==> src/rtl/seq_signed_mult_param_pkg.sv <==
// Shared types and constants for the sequential signed multiplier.
package mult_pkg;

    // Controller states
    typedef enum logic [1:0] {
        IDLE   = 2'd0,
        LOAD   = 2'd1,
        RUN    = 2'd2,
        FINISH = 2'd3
    } state_t;

    // Iteration counter width for a given operand width (must reach WIDTH)
    function automatic int cnt_width(input int width);
        return $clog2(width + 1);
    endfunction

    // Counter width for the default 8-bit build
    localparam int CNT_W_DEFAULT = $clog2(8 + 1);

    // Output values after reset: an empty product reads as zero
    localparam logic RST_BUSY  = 1'b0;
    localparam logic RST_DONE  = 1'b0;
    localparam logic RST_SIGN  = 1'b0;
    localparam logic RST_ZFLAG = 1'b1;

endpackage

==> src/rtl/seq_signed_mult_param_if.sv <==
// Start/busy/done handshake and operand/result bus of the multiplier.
interface seq_signed_mult_param_if #(
    parameter int WIDTH = 8
);
    logic                          start;
    logic                          abort;
    logic signed [WIDTH-1:0]       multiplier;
    logic signed [WIDTH-1:0]       multiplicand;
    logic                          busy;
    logic                          done;
    logic signed [2*WIDTH-1:0]     product;
    logic                          sign;
    logic                          zflag;

    // Requester side
    modport master (
        output start, abort, multiplier, multiplicand,
        input  busy, done, product, sign, zflag
    );

    // Multiplier core side
    modport slave (
        input  start, abort, multiplier, multiplicand,
        output busy, done, product, sign, zflag
    );
endinterface

==> src/rtl/seq_signed_mult_param_abs.sv <==
// Two's-complement magnitude; the most negative value maps to 2^(WIDTH-1),
// which still fits because the result is read as unsigned.
module abs_val #(
    parameter int WIDTH = 8
) (
    input  logic signed [WIDTH-1:0] a_i,
    output logic        [WIDTH-1:0] mag_o
);
    // Negate only negative inputs
    assign mag_o = a_i[WIDTH-1] ? $unsigned(-a_i) : $unsigned(a_i);
endmodule

==> src/rtl/seq_signed_mult_param.sv <==
// Sequential signed multiplier: shift-and-add on operand magnitudes with the
// sign applied at the end. Optional early exit once the remaining multiplier
// magnitude is zero; synchronous abort from any busy state.
module seq_signed_mult_param
    import mult_pkg::*;
#(
    parameter int WIDTH      = 8,
    parameter bit EARLY_TERM = 1'b1
) (
    input  logic                     clk,
    input  logic                     rst,
    seq_signed_mult_param_if.slave   bus
);
    localparam int PW    = 2 * WIDTH;
    localparam int CNT_W = cnt_width(WIDTH);
    localparam logic [CNT_W-1:0] CNT_MAX = CNT_W'(WIDTH);

    state_t                   state_q;
    logic signed [WIDTH-1:0]  mpr_op_q;
    logic signed [WIDTH-1:0]  mcd_op_q;
    logic                     neg_q;
    logic        [WIDTH-1:0]  mpr_q;
    logic        [WIDTH-1:0]  mcd_q;
    logic        [WIDTH-1:0]  mpr_abs;
    logic        [WIDTH-1:0]  mcd_abs;
    logic        [PW-1:0]     acc_q;
    logic        [PW-1:0]     acc_d;
    logic        [CNT_W-1:0]  cnt_q;
    logic signed [PW-1:0]     product_q;
    logic signed [PW-1:0]     result_d;
    logic                     busy_q;
    logic                     done_q;
    logic                     sign_q;
    logic                     zflag_q;
    logic                     run_end;

    abs_val #(.WIDTH(WIDTH)) u_abs_mpr (.a_i(mpr_op_q), .mag_o(mpr_abs));
    abs_val #(.WIDTH(WIDTH)) u_abs_mcd (.a_i(mcd_op_q), .mag_o(mcd_abs));

    // Next accumulator, signed result and loop-exit condition
    always_comb begin
        acc_d = acc_q;
        if (mpr_q[0]) begin
            acc_d = acc_q + ({{WIDTH{1'b0}}, mcd_q} << cnt_q);
        end
        result_d = neg_q ? -$signed(acc_q) : $signed(acc_q);
        run_end  = ((EARLY_TERM != 1'b0) && (mpr_q == '0)) || (cnt_q == CNT_MAX);
    end

    // Controller and datapath registers; abort overrides every busy state
    always_ff @(posedge clk or posedge rst) begin
        if (rst) begin
            state_q   <= IDLE;
            mpr_op_q  <= '0;
            mcd_op_q  <= '0;
            neg_q     <= 1'b0;
            mpr_q     <= '0;
            mcd_q     <= '0;
            acc_q     <= '0;
            cnt_q     <= '0;
            product_q <= '0;
            busy_q    <= RST_BUSY;
            done_q    <= RST_DONE;
            sign_q    <= RST_SIGN;
            zflag_q   <= RST_ZFLAG;
        end else begin
            done_q <= 1'b0;
            if (state_q != IDLE && bus.abort) begin
                state_q <= IDLE;
                busy_q  <= 1'b0;
            end else begin
                case (state_q)
                    IDLE: begin
                        if (bus.start) begin
                            mpr_op_q <= bus.multiplier;
                            mcd_op_q <= bus.multiplicand;
                            neg_q    <= bus.multiplier[WIDTH-1] ^ bus.multiplicand[WIDTH-1];
                            busy_q   <= 1'b1;
                            state_q  <= LOAD;
                        end
                    end
                    LOAD: begin
                        mpr_q   <= mpr_abs;
                        mcd_q   <= mcd_abs;
                        acc_q   <= '0;
                        cnt_q   <= '0;
                        state_q <= RUN;
                    end
                    RUN: begin
                        if (run_end) begin
                            state_q <= FINISH;
                        end else begin
                            acc_q <= acc_d;
                            mpr_q <= mpr_q >> 1;
                            cnt_q <= cnt_q + CNT_W'(1);
                        end
                    end
                    FINISH: begin
                        product_q <= result_d;
                        sign_q    <= (result_d != '0) && neg_q;
                        zflag_q   <= (result_d == '0);
                        done_q    <= 1'b1;
                        busy_q    <= 1'b0;
                        state_q   <= IDLE;
                    end
                    default: begin
                        state_q <= IDLE;
                        busy_q  <= 1'b0;
                    end
                endcase
            end
        end
    end

    assign bus.busy    = busy_q;
    assign bus.done    = done_q;
    assign bus.product = product_q;
    assign bus.sign    = sign_q;
    assign bus.zflag   = zflag_q;

endmodule

==> src/flat_wrapper.sv <==
// flat-port wrapper written by rule: the top's interface ports become plain ports
module seq_signed_mult_param_flat import mult_pkg::*;
#(
    parameter int WIDTH      = 8,
    parameter bit EARLY_TERM = 1'b1
)
  (clk, rst, bus_start, bus_abort, bus_multiplier, bus_multiplicand, bus_busy, bus_done, bus_product, bus_sign, bus_zflag);
  seq_signed_mult_param_if #(.WIDTH(WIDTH)) bus_i ();
  input  logic clk;
  input  logic rst;
  input wire logic [$bits(bus_i.start)-1:0] bus_start;
  input wire logic [$bits(bus_i.abort)-1:0] bus_abort;
  input wire logic [$bits(bus_i.multiplier)-1:0] bus_multiplier;
  input wire logic [$bits(bus_i.multiplicand)-1:0] bus_multiplicand;
  output wire logic [$bits(bus_i.busy)-1:0] bus_busy;
  output wire logic [$bits(bus_i.done)-1:0] bus_done;
  output wire logic [$bits(bus_i.product)-1:0] bus_product;
  output wire logic [$bits(bus_i.sign)-1:0] bus_sign;
  output wire logic [$bits(bus_i.zflag)-1:0] bus_zflag;
  assign bus_i.start = bus_start;
  assign bus_i.abort = bus_abort;
  assign bus_i.multiplier = bus_multiplier;
  assign bus_i.multiplicand = bus_multiplicand;
  assign bus_busy = bus_i.busy;
  assign bus_done = bus_i.done;
  assign bus_product = bus_i.product;
  assign bus_sign = bus_i.sign;
  assign bus_zflag = bus_i.zflag;
  seq_signed_mult_param #(.WIDTH(WIDTH), .EARLY_TERM(EARLY_TERM)) u_core (.clk(clk), .rst(rst), .bus(bus_i));
endmodule
==> config.mk <==
export PLATFORM = sky130hd
export DESIGN_NAME = seq_signed_mult_param_flat
export DESIGN_NICKNAME = d
export VERILOG_FILES = /design/src/rtl/seq_signed_mult_param_pkg.sv /design/src/rtl/seq_signed_mult_param_if.sv /design/src/rtl/seq_signed_mult_param_abs.sv /design/src/rtl/seq_signed_mult_param.sv /design/src/flat_wrapper.sv
export SDC_FILE = /design/constraint.sdc
export NUM_CORES = 1
export LEC_CHECK = 0
export ABC_AREA = 1
export CORE_ASPECT_RATIO = 0.6
export CORE_MARGIN = 4
export CORE_UTILIZATION = 55
export DETAILED_ROUTE_END_ITERATION = 7
export GPL_TIMING_DRIVEN = 0
export PLACE_DENSITY = 0.73
export SLEW_MARGIN = 20
export SYNTH_ARGS = -nofsm -noshare
export SYNTH_HDL_FRONTEND = slang
export SYNTH_SLANG_ARGS = --single-unit
==> constraint.sdc <==
create_clock -name clk -period 3.85 [get_ports clk]
set_input_delay 1.155 -clock clk [delete_from_list [all_inputs] [get_ports clk]]
set_output_delay 1.155 -clock clk [all_outputs]
set_load 0.005 [all_outputs]
==> results of run 1 <==
[how the worst max path moves through the flow]
stage	start	end	cells after the start
global placement	rst	u_core.mcd_op_q[0]	2
floorplan	rst	u_core.acc_q[0]	1
detailed placement	bus_start	u_core.mcd_op_q[7]	6
finish	u_core.cnt_q[0]	u_core.acc_q[12]	14
global route	u_core.cnt_q[0]	u_core.acc_q[13]	16
CTS	u_core.cnt_q[0]	u_core.acc_q[12]	14
[final cells by class]
class | count | area (µm²) | share of cell area
buffer | 19 | 96.3 | 0.0163
clock buffer | 11 | 253 | 0.0427
multi-input combinational | 540 | 2780 | 0.470
timing repair buffer | 40 | 410 | 0.0694
clock inverter | 5 | 60.1 | 0.0102
tap | 112 | 140 | 0.0237
sequential | 75 | 1880 | 0.317
inverter | 78 | 300 | 0.0508
[power groups by stage]
stage                     sequential (W)  combinational [W]  clock, W
final                            0.00131            0.00271  0.000882
after global routing             0.00135            0.00308  0.000936
after CTS                        0.00131            0.00267  0.000896
after detailed placement         0.00131            0.00265         0
after global placement           0.00130            0.00259         0
after floorplan                  0.00126            0.00192         0
[sequential cells by signal, indices dropped and copies added (netlist names)]
| name | cells |
|---|---|
| u_core.bus.zflag | 1 |
| u_core.neg_q | 1 |
| u_core.state_q | 2 |
| u_core.cnt_q | 4 |
| u_core.acc_q | 16 |
| u_core.mcd_q | 8 |
| u_core.mpr_op_q | 8 |
| u_core.bus.done | 1 |
| u_core.bus.sign | 1 |
| u_core.mpr_q | 8 |
| u_core.bus.product | 16 |
| u_core.bus.busy | 1 |
| u_core.mcd_op_q | 8 |
[cell families after synthesis]
group / Yosys count
xor+xnor: 13
simple gates: 373
compound gates: 127
flops: 75
buf+inv: 97
mux: 1
fa+ha+maj: 26
[synth_stat cells (2+ instances only)]
| cell type | count | area (µm²) |
|---|---|---|
| nor2_4 | 2 | 22.5 |
| or2_2 | 2 | 12.5 |
| a21oi_1 | 16 | 80.1 |
| o21ai_1 | 2 | 10.0 |
| a21o_1 | 2 | 15.0 |
| nand2_2 | 11 | 68.8 |
| and2_1 | 3 | 18.8 |
| dfrtp_1 | 74 | 1850 |
| clkbuf_1 | 11 | 41.3 |
| a31oi_1 | 5 | 31.3 |
| buf_2 | 5 | 25.0 |
| buf_6 | 2 | 22.5 |
| xor2_1 | 12 | 105 |
| o211ai_1 | 5 | 37.5 |
| o22ai_1 | 7 | 43.8 |
| nor2_1 | 66 | 248 |
| nand2_1 | 213 | 800 |
| o21ai_0 | 74 | 370 |
| o21bai_1 | 5 | 37.5 |
| o221ai_1 | 5 | 43.8 |
| ha_1 | 25 | 313 |
| nand4_1 | 12 | 75.1 |
| nor3_1 | 12 | 60.1 |
| inv_1 | 75 | 282 |
| nand3_1 | 49 | 245 |
[metrics by stage]
| stage | utilization | TNS (ns) | power, W |
|---|---|---|---|
| global placement | 0.640 | -31.35 | 0.00389 |
| detailed placement | 0.643 | 0 | 0.00396 |
| global route | 0.679 | 0 | 0.00536 |
| floorplan | - | 0 | 0.00319 |
| CTS | 0.679 | 0 | 0.00487 |
| finish | 0.679 | 0 | 0.00490 |
[layer usage]
metal	track usage	share of wire	up-vias
met5	0	0	-
met4	0.0472	0.0070	0
met3	0.0775	0.078	11
met2	0.359	0.38	163
met1	0.391	0.53	2240
li1	-	-	2446
[worst max-delay path, cell delays in order, from the launching register on]
cell	delay, ns
dfrtp_1	0.38
buf_4	0.18
inv_2	0.15
nand2_1	0.12
nor3_1	0.31
ha_1	0.24
inv_1	0.06
fa_1	0.44
o21ai_0	0.49
nand3_1	0.14
nand3_1	0.15
nor2_1	0.05
nor2_1	0.10
nand2_1	0.06
nand2_1	0.05
==> out/results.txt, run 1 <==
first drt pass iteration count - 5
final design instance area without fill - 5920 µm²
Fillers - 749
RSZ-0062 raised after global routing - false
combinational cell fraction of total power - 0.553
main combinational cell family by area after synthesis - simple AND/OR/NAND/NOR gates
Data required, critical path - 4.13 ns
post-route ant nets - 0
Pins Over Slew Limit - 0
Hold Vio Cnt, Final - 0
die area - 10800 µm²
fmax - 0.336 GHz
net total in the final layout - 809
number of levels the H-tree was split into - 3
most frequent standard cell in the layout excluding fill and tap cells - nand2_1
Synth Cell Area - 5050 µm²
parity-gate share of the synthesized area counting xor and xnor cells - 0.0225
Post-Route Hold Slack - 0.468 ns
routability congestion estimate from global placement - 0.966
start point of the worst min-delay path - u_core.bus.zflag
remaining max-slew budget at the tightest pin - 0.635
proportion of power drawn by flip-flops and latches - 0.267
number of antenna violations at the first check in global routing - 0
post-CTS setup buffer count - 0
worst-case setup slack after placement - 0.892 ns
aggregate global-route resource usage - 0.256
cell row count - 26
total instance count after detailed placement - 864
maximum root-to-sink buffer count - 2
CTS tree - done
maximum ir drop on the vdd rail - 0.324 mV
via count of the routed design - 4860
number of buffers created by CTS - 9
sequential share of the synthesized area - 0.372
area of the placeable core - 8720 µm²
critical path endpoint category - flip-flop
worst r2r path cells - 14
share of synthesized area spent on multiplexers - 0.00198
layout cells sized above 1 - 0.0638
width of the die - 132 µm
commonest cells after routing, fill and taps aside - nand2_1, inv_1, o21ai_0, dfrtp_1, nor2_1
global-route wire length before repair - 22.2 mm
antenna diode instance count - 0
internal power contribution - 0.00262 W
routed len/inst - 14.8 µm
internal reg-to-reg setup slack - 0.87 ns
net count after synthesis - 758
Finished Layout Cells - 880
Mapped Cells - 712
flip-flop and latch count after synthesis - 75
pin slew with the least headroom to its limit - 0.542 ns
outcome - complete, no violations
vias per cell - 5.52
switching portion of total power - 0.465
Final WS setup - 0.870 ns
adder and majority gate portion of the synthesized area - 0.0659
number of DRC violations after detailed-routing iteration 0 - 390
maximum fanout along the worst path - 10
fraction of the mapped netlist area in compound gates - 0.145
DRC - 0
Synth Area in Simple Gates - 0.314
Leak - 2.95 nW
initial core utilization - 0.579
Post-synth ARST share - 1.00
Hold-fix buffers, CTS - 0
part of the cycle the worst path needs - 0.774
worst-case clock skew - 0.00609 ns
CTS clock-pin slew for the worst setup and hold paths - 0.06 ns
residual overflow from global routing - 0
WS Path Type - reg2reg
count of unique library cells instantiated by Yosys - 42
min cycle time layout - 2.98 ns
hpwl dp - 10.2 mm
total clock sinks - 75
Startpoint Class - flip-flop
Worst Hold Endpoint - u_core.bus.zflag
RR Startpoint - u_core.cnt_q[0]
layout-stage area growth over the synthesis result - 17.1%
number of synthesis warnings - 0
clock insertion delay at the later pin of the skew report - 0.34 ns
count of input and output buffers - 39
worst flop-to-flop path endpoint - u_core.acc_q[12]
via count of the first global-routing pass - 4535
dominant synthesized flop cell - dfrtp_1
Max Cap Violations - 0
Clock Root Buffer - clkbuf_16
Die Height - 82.2 µm
Sw Pwr - 0.00228 W
placed cell area - 5600 µm²
Post-synth EDFFs - 0
part of the total power dissipated in the clock network - 0.180
maximum number of pins on one net before global-route repair - 43
total of cells resized after clock tree synthesis - 0
arrival time at the worst endpoint - 3.26 ns
average size of a mapped cell - 7.09 µm²
Min-Delay Path Class - reg2reg
final setup violation count - 0
total wire length after detailed routing - 13.0 mm
hold path cells - 2
total I/O pin count - 40
Power per Cell Area - 828 nW/µm²
Power figures use the tool's default switching activity.
==> run 2: changes to the inputs <==
clock period = 3.06 ns   (was 3.85 ns; I/O delays follow)
==> out/results.txt, run 2 (same netlist as run 1, synthesis figures left out) <==
maximum fanout along the worst path - 10
via count of the first global-routing pass - 4535
remaining max-slew budget at the tightest pin - 0.672
min cycle time layout - 2.83 ns
largest delay contributor family on the critical path - simple AND/OR/NAND/NOR gates
worst-case setup slack after placement - 0.172 ns
hpwl dp - 10.2 mm
total clock sinks - 75
DRC - 0
net total in the final layout - 809
critical path endpoint category - flip-flop
number of buffers created by CTS - 9
series of cell instances along the critical path - clkbuf_1 -> nand3_1 -> o21ai_0 -> nand2_1 -> o21ai_0 -> nor2_1 -> ha_1 -> nand2_1 -> o21ai_0 -> nor2_1 -> nor2_1 -> nor2_1 -> xor2_1 -> o21ai_0
maximum root-to-sink buffer count - 2
maximum number of pins on one net before global-route repair - 43
maximum ir drop on the vdd rail - 0.409 mV
Power per Cell Area - 1040 nW/µm²
Data required, critical path - 3.28 ns
pin slew with the least headroom to its limit - 0.492 ns
aggregate global-route resource usage - 0.256
die area - 10800 µm²
number of levels the H-tree was split into - 3
utilization after layout - 0.681
Clock Root Buffer - clkbuf_16
Pins Over Slew Limit - 0
RSZ-0062 raised after global routing - false
part of the cycle the worst path needs - 0.926
Min-Delay Path Class - reg2reg
CTS tree - done
vias per cell - 5.56
routed len/inst - 14.8 µm
Leak - 2.95 nW
residual overflow from global routing - 0
Max Cap Violations - 0
cell row count - 26
total of cells resized after clock tree synthesis - 0
layout-stage area growth over the synthesis result - 17.5%
worst-case clock skew - 0.00586 ns
antenna diode instance count - 0
Hold-fix buffers, CTS - 0
Hold Vio Cnt, Final - 0
outcome - complete, no violations
fmax - 0.353 GHz
count of input and output buffers - 39
width of the die - 132 µm
first drt pass iteration count - 5
most frequent standard cell in the layout excluding fill and tap cells - nand2_1
Final WS setup - 0.226 ns
final setup violation count - 0
Post-Route Hold Slack - 0.469 ns
commonest cells after routing, fill and taps aside - nand2_1, inv_1, dfrtp_1, o21ai_0, nor2_1
number of antenna violations at the first check in global routing - 0
post-CTS setup buffer count - 0
via count of the routed design - 4895
routability congestion estimate from global placement - 0.966
slowest stage cell on the critical path - dfrtp_1
Die Height - 82.2 µm
arrival time at the worst endpoint - 3.05 ns
total I/O pin count - 40
Largest stage delay, worst path - 0.47 ns
global-route wire length before repair - 22.2 mm
Startpoint Class - flip-flop
post-route ant nets - 0
total wire length after detailed routing - 13.0 mm
CTS clock-pin slew for the worst setup and hold paths - 0.06 ns
clock insertion delay at the later pin of the skew report - 0.34 ns
CP Buf/Inv Count - 1
WS Path Type - reg2reg
area of the placeable core - 8720 µm²
initial core utilization - 0.579
layout cells sized above 1 - 0.0690
number of DRC violations after detailed-routing iteration 0 - 387
run 2: cell types whose count changed in the layout (fill, tap and decap cells not counted), sizes merged:
| cell | before | now |
|---|---|---|
| clkinv | 3 | 2 |
| clkinvlp | 1 | 2 |
run 2: metal layers:
layer	wire, µm	track usage
met5	0	0
met4	102	0.0472
met3	1080	0.0775
met2	4990	0.359
met1	6840	0.391
run 2: worst paths after layout:
| check | startpoint | to | slack, ns | cells after the start |
|---|---|---|---|---|
| setup / recovery | u_core.cnt_q[1] | u_core.acc_q[8] | 0.23 | 14 |
| hold / removal | u_core.bus.zflag | u_core.bus.zflag | 0.47 | 2 |
| setup reg to reg | u_core.cnt_q[1] | u_core.acc_q[8] | 0.23 | 14 |
| hold reg to reg | u_core.bus.zflag | u_core.bus.zflag | 0.47 | 2 |
| max in group asynchronous | rst | u_core.bus.zflag | 1.50 | 3 |
| min in group asynchronous | rst | u_core.bus.busy | 0.94 | 2 |
run 2: worst reg2reg max path, cell delays in order, from the launching register on:
cell,delay [ns]
dfrtp_1,0.47
clkbuf_1,0.37
nand3_1,0.12
o21ai_0,0.13
nand2_1,0.07
o21ai_0,0.14
nor2_1,0.08
ha_1,0.36
nand2_1,0.13
o21ai_0,0.26
nor2_1,0.10
nor2_1,0.11
nor2_1,0.06
xor2_1,0.21
o21ai_0,0.10
run 2: report_power, final:
part | internal, W | switching, W
sequential | 0.00137 | 0.000282
clock | 0.000679 | 0.000433
combinational | 0.00126 | 0.00217
total | 0.00331 | 0.00289
run 2: final cells by class:
cell class	count	area (µm²)
buffer	19	96.3
clock buffer	11	253
clock inverter	5	60.1
fill	745	2780
inverter	78	307
multi-input combinational	540	2790
sequential	75	1880
tap	112	140
timing repair buffer	40	410
run 2: through the flow:
step | instances | cell area [µm²] | total power (W) | setup TNS (ns)
2_1_floorplan | 712 | 5050 | 0.00401 | 0
3_3_place_gp | 863 | 5580 | 0.00490 | -72.54
3_5_place_dp | 864 | 5600 | 0.00499 | 0
4_1_cts | 880 | 5920 | 0.00613 | 0
5_1_grt | 880 | 5930 | 0.00677 | 0
6_report | 880 | 5930 | 0.00620 | 0
